===== src/rtl/mips_define.sv =====
// Shared MIPS-pipeline definitions: CP0 operation encodings, CP0 register
// addresses and STATUS/CAUSE field positions.
package mips_define;

    typedef enum logic [1:0] {
        EXE_CP_NONE  = 2'd0,
        EXE_CP_STORE = 2'd1,
        EXE_CP0_ERET = 2'd2
    } cp0_oper_e;

    localparam logic [4:0] CP0_TCR    = 5'd9;
    localparam logic [4:0] CP0_TCMP   = 5'd11;
    localparam logic [4:0] CP0_STATUS = 5'd12;
    localparam logic [4:0] CP0_CAUSE  = 5'd13;
    localparam logic [4:0] CP0_EPCR   = 5'd14;
    localparam logic [4:0] CP0_EHBR   = 5'd15;

    localparam int STATUS_IE_BIT  = 0;
    localparam int IRQ_FIELD_LSB  = 8;
    localparam int CAUSE_CODE_LSB = 2;
    localparam int CAUSE_CODE_W   = 5;

endpackage


===== src/rtl/cp0_prio_enc.sv =====
// Lowest-index-wins priority encoder for the CP0 interrupt sources.
module cp0_prio_enc #(
    parameter int N = 5
) (
    input  logic [N-1:0] req,
    output logic         valid,
    output logic [4:0]   index
);

    // Scan from the top down so the lowest set index is the last assignment.
    always_comb begin
        valid = |req;
        index = '0;
        for (int i = N - 1; i >= 0; i--) begin
            if (req[i]) index = 5'(i);
        end
    end

endmodule


===== src/rtl/cp0_irq_ctrl.sv =====
// CP0 interrupt controller: STATUS/CAUSE/EPCR/EHBR, cycle timer with compare,
// in-service lock and forced-jump generation. Optional macro: CP0_VECTORED_IRQ_EN.
module cp0_irq_ctrl
    import mips_define::*;
#(
    parameter int NUM_IRQ   = 4,
    parameter int DATA_W    = 32,
    parameter int VEC_SHIFT = 4
) (
    input  logic              clk,
    input  logic              rst,
    input  logic [1:0]        oper,
    input  logic [4:0]        addr_r,
    output logic [DATA_W-1:0] data_r,
    input  logic [4:0]        addr_w,
    input  logic [DATA_W-1:0] data_w,
    input  logic              ir_en,
    input  logic [NUM_IRQ-1:0] ir_in,
    input  logic [DATA_W-1:0] ret_addr,
    output logic              jump_en,
    output logic [DATA_W-1:0] jump_addr,
    output logic              in_service
);

    localparam int MSB = IRQ_FIELD_LSB + NUM_IRQ;

`ifdef CP0_VECTORED_IRQ_EN
    localparam bit VECTORED = 1'b1;
`else
    localparam bit VECTORED = 1'b0;
`endif

    logic              ie;
    logic [NUM_IRQ:0]  mask;
    logic [NUM_IRQ:0]  pend;
    logic [4:0]        code;
    logic [DATA_W-1:0] epcr, ehbr, tcr, tcmp;

    logic              is_store, is_eret;
    logic              wr_status, wr_cause, wr_epcr, wr_ehbr, wr_tcr, wr_tcmp;
    logic              timer_hit, req_valid, take;
    logic [NUM_IRQ:0]  req, pend_set, pend_clr;
    logic [4:0]        irq_idx;
    logic [DATA_W-1:0] vec_off;

    assign is_store  = (oper == EXE_CP_STORE);
    assign is_eret   = (oper == EXE_CP0_ERET);
    assign wr_status = is_store && (addr_w == CP0_STATUS);
    assign wr_cause  = is_store && (addr_w == CP0_CAUSE);
    assign wr_epcr   = is_store && (addr_w == CP0_EPCR);
    assign wr_ehbr   = is_store && (addr_w == CP0_EHBR);
    assign wr_tcr    = is_store && (addr_w == CP0_TCR);
    assign wr_tcmp   = is_store && (addr_w == CP0_TCMP);

    assign timer_hit = (tcr == tcmp) && (tcmp != '0);
    assign req       = pend & mask;

    cp0_prio_enc #(.N(NUM_IRQ + 1)) u_prio (
        .req   (req),
        .valid (req_valid),
        .index (irq_idx)
    );

    assign take    = ir_en && ie && req_valid && !in_service && !is_eret;
    assign vec_off = VECTORED ? (DATA_W'(irq_idx) << VEC_SHIFT) : '0;

    // New requests are OR-ed in after the clear so a same-cycle set survives.
    assign pend_set = {timer_hit, ir_in};
    assign pend_clr = (wr_cause ? data_w[MSB:IRQ_FIELD_LSB] : '0)
                    | (wr_tcmp  ? {1'b1, {NUM_IRQ{1'b0}}}  : '0);

    always_comb begin
        jump_en   = 1'b0;
        jump_addr = '0;
        if (!rst) begin
            if (is_eret) begin
                jump_en   = 1'b1;
                jump_addr = epcr;
            end else if (take) begin
                jump_en   = 1'b1;
                jump_addr = ehbr + vec_off;
            end
        end
    end

    always_comb begin
        data_r = '0;
        if (!rst) begin
            case (addr_r)
                CP0_STATUS: begin
                    data_r[STATUS_IE_BIT]       = ie;
                    data_r[MSB:IRQ_FIELD_LSB]   = mask;
                end
                CP0_CAUSE: begin
                    data_r[MSB:IRQ_FIELD_LSB]   = pend;
                    data_r[CAUSE_CODE_LSB +: CAUSE_CODE_W] = code;
                end
                CP0_EPCR: data_r = epcr;
                CP0_EHBR: data_r = ehbr;
                CP0_TCR:  data_r = tcr;
                CP0_TCMP: data_r = tcmp;
                default:  data_r = '0;
            endcase
        end
    end

    // A take owns EPCR this cycle; MTC0 to other registers still lands.
    always_ff @(posedge clk or posedge rst) begin
        if (rst) begin
            ie         <= 1'b0;
            mask       <= '0;
            pend       <= '0;
            code       <= '0;
            epcr       <= '0;
            ehbr       <= '0;
            tcr        <= '0;
            tcmp       <= '0;
            in_service <= 1'b0;
        end else begin
            tcr  <= wr_tcr ? data_w : tcr + DATA_W'(1);
            pend <= (pend & ~pend_clr) | pend_set;
            if (wr_status) begin
                ie   <= data_w[STATUS_IE_BIT];
                mask <= data_w[MSB:IRQ_FIELD_LSB];
            end
            if (wr_ehbr) ehbr <= data_w;
            if (wr_tcmp) tcmp <= data_w;
            if (take) begin
                epcr       <= ret_addr;
                code       <= irq_idx;
                in_service <= 1'b1;
            end else begin
                if (wr_epcr) epcr <= data_w;
                if (is_eret) in_service <= 1'b0;
            end
        end
    end

endmodule

===== config.mk =====
export PLATFORM = sky130hd
export DESIGN_NAME = cp0_irq_ctrl
export DESIGN_NICKNAME = d
export VERILOG_FILES = /design/src/rtl/mips_define.sv /design/src/rtl/cp0_prio_enc.sv /design/src/rtl/cp0_irq_ctrl.sv
export SDC_FILE = /design/constraint.sdc
export NUM_CORES = 1
export LEC_CHECK = 0
export BUFFER_PORTS_ARGS = -buffer_cell sky130_fd_sc_hd__buf_4
export CORE_UTILIZATION = 40
export DETAILED_ROUTE_END_ITERATION = 10
export PLACE_DENSITY = 0.6
export SYNTH_ARGS = -nofsm -noshare
export SYNTH_HDL_FRONTEND = slang
export SYNTH_SLANG_ARGS = --single-unit

===== constraint.sdc =====
create_clock -name clk -period 5.18 [get_ports clk]
set_clock_uncertainty 0.1 [all_clocks]
set_input_delay 0.518 -clock clk [delete_from_list [all_inputs] [get_ports clk]]
set_output_delay 0.518 -clock clk [all_outputs]
set_load 0.005 [all_outputs]

==> impl_metrics.env <==
export IMPL_status="complete, no violations"
export IMPL_fin_area_um2=10100
export IMPL_fin_tns_setup_ps=0
export IMPL_vias_per_cell=5.75
export IMPL_async_flop_share_pct=100
export IMPL_syn_area_per_cell_um2=9.60
export IMPL_place_hpwl_mm=17.4
export IMPL_ys_types=50
export IMPL_post_synth_top_count_cell="dfrtp_1"
export IMPL_final_util_pct=51.2
export IMPL_dpl_cell_area_um2=9400
export IMPL_cp_startpoint="addr_r[4]"
export IMPL_cts_setup_buffers=0
export IMPL_antenna_left=0
export IMPL_synth_seq_area_share_pct=44.1
export IMPL_r2r_start="mask[1]"
export IMPL_cp_required_ps=4560
export IMPL_grt_max_degree=77
export IMPL_synth_flop_cell="dfrtp_1"
export IMPL_first_iter_violations=644
export IMPL_hold_violations=0
export IMPL_yosysTopAreaCell="dfrtp_1"
export IMPL_rsz0062_at_grt="false"
export IMPL_grt_first_pass_wirelength_mm=39.9
export IMPL_synth_area_leaders="dfrtp_1, mux2_2, nand2_1"
export IMPL_antenna_found_initial=0
export IMPL_crit_fanout=18
export IMPL_period_share_pct=65.3
export IMPL_antenna_cells=0
export IMPL_drc_errors=0
export IMPL_yosysWarningCount=0
export IMPL_place_ws_ps=1820
export IMPL_yosysTopAreaCellShare_pct=44.1
export IMPL_numCtsBuffers=17
export IMPL_syn_nets=929
export IMPL_cts_hold_buf=0
export IMPL_ir_worst_vdd_v=0.000235
export IMPL_arrival_ps=2760
export IMPL_drv_slew=0
export IMPL_seqCellArea_um2=3580
export IMPL_clock_latency_ps=430
export IMPL_overflow=0
export IMPL_max_freq_mhz=296
export IMPL_tightest_slew_ps=1170
export IMPL_dieWidth_um=144
export IMPL_layout_nets=1042
export IMPL_core_area_um2=19700
export IMPL_crit_path_start_kind="primary input"
export IMPL_design_die_area_um2=20900
export IMPL_maxCapViolCount=0
export IMPL_synth_edf_count=0
export IMPL_io_pins=149
export IMPL_firstDrtPassIters=5
export IMPL_r2r_setup_slack_ps=2400
export IMPL_first_global_vias=6935
export IMPL_multi_input_area_um2=4270
export IMPL_rows=51
export IMPL_grt_usage_pct=25.4
export IMPL_path_clk_slew_ps=60
export IMPL_cts_root_buf="clkbuf_16"
export IMPL_reg2reg_depth=5
export IMPL_die_h_um=144
export IMPL_finalSetupViolCount=0
export IMPL_slew_headroom_pct=22.2
export IMPL_htreeDepth=4
export IMPL_endpoint_kind="output port"
export IMPL_synthCells=845
export IMPL_worstReg2RegEnd="epcr[31]"
export IMPL_ys_ff_latch=143
export IMPL_finalWirelength_mm=25.3
export IMPL_cts_resized=0
export IMPL_drive_gt1_share_pct=29.2
export IMPL_portBuffers=148
export IMPL_via_count=7098
export IMPL_period_needed_ps=3380
export IMPL_leakage_nw=4.41
export IMPL_p_per_area_nw_per_um2=382
export IMPL_worst_slack_ps=1800
export IMPL_fillers=1887
export IMPL_finalWeightedCongestion=0.839
export IMPL_syn_to_final_growth_pct=23.9
export IMPL_start_util_pct=41.3
export IMPL_synth_common_cells="dfrtp_1, nand2_1, mux2_2"
export IMPL_routedWlPerCell_um=20.5
export IMPL_clkSinkCount=143
export IMPL_synthesis_area_um2=8110
export IMPL_hold_path_class="primary input to flip-flop"
export IMPL_cts_tree="done"
export IMPL_endpoint="data_r[9]"
export IMPL_crit_type="primary input to output port"
export IMPL_cts_max_path_buffers=2
-- cells in the final DEF (no fill, tap or decap), types with 4 or more instances in the layout --
cell        count
a31oi_1         9
nand4_1        13
a22oi_1        25
a21oi_1        70
a222oi_1       24
clkinvlp_4      4
nand2_1       132
bufinv_16       5
xor2_1         41
clkbuf_16      17
nor4_1         16
nand3_1        42
xnor2_1        20
and3_1          4
o21ai_0        45
mux2_2         71
mux2i_1        32
buf_4         161
nor2_1         26
o21ai_1         4
dfrtp_1       143
a21o_1          5
nor3_1         12
-- routing by layer --
layer / vias to the layer above / global-route usage, % / routed length, um
met5: - / 0 / 0
met4: 0 / 6.54 / 368
met3: 21 / 4.97 / 1340
met2: 231 / 40.4 / 11800
met1: 3540 / 35.3 / 11700
li1: 3306 / - / -
-- sequential cells by signal, indices dropped and copies added, names as in the netlist --
name / count
epcr: 32
mask: 5
tcmp: 32
in_service: 1
tcr: 32
ehbr: 32
code: 3
ie: 1
pend: 5
-- report_power, final --
group | internal, mW | switching [mW]
clock network | 0.867 | 0.499
logic | 0.368 | 0.340
registers | 1.40 | 0.365
-- area by class of cell --
class	instances	share of cell area [%]
multi-input combinational	631	42.4
sequential	143	35.6
timing repair buffer	161	12.0
clock buffer	18	4.37
tap	265	3.30
clock inverter	13	2.10
inverter	4	0.199
-- worst min path at each step --
stage | endpoint | cells after the start | startpoint
floorplan | code[1] | 2 | code[1]
global placement | code[2] | 2 | code[2]
detailed placement | code[2] | 2 | code[2]
CTS | pend[2] | 2 | ir_in[2]
global route | pend[3] | 2 | ir_in[3]
finish | pend[0] | 2 | ir_in[0]
-- critical path, cell delays in order --
cell	delay [ps]
buf_4	120
nand2b_1	240
nor4b_4	920
buf_4	410
a22oi_1	130
a31oi_1	270
buf_4	150
-- stage by stage --
stage               hold WS [ps]  power (mW)  std cells
finish                       172        3.84       1235
CTS                          159        3.86       1235
floorplan                    340        2.17        845
global placement             366        2.46       1204
global route                 160        4.03       1235
detailed placement           379        2.48       1204
-- kinds of logic (layout without fill, tap and decap cells) --
group | Yosys count | in the layout | share of synthesized area, %
simple gates | 278 | 278 | 16.9
buf+inv | 71 | 196 | 3.87
flops | 143 | 143 | 44.1
mux | 103 | 103 | 13.8
compound gates | 188 | 188 | 14.6
fa+ha+maj | 1 | 1 | 0.154
xor+xnor | 61 | 61 | 6.59
No activity file was read; power rests on OpenSTA's default activity.
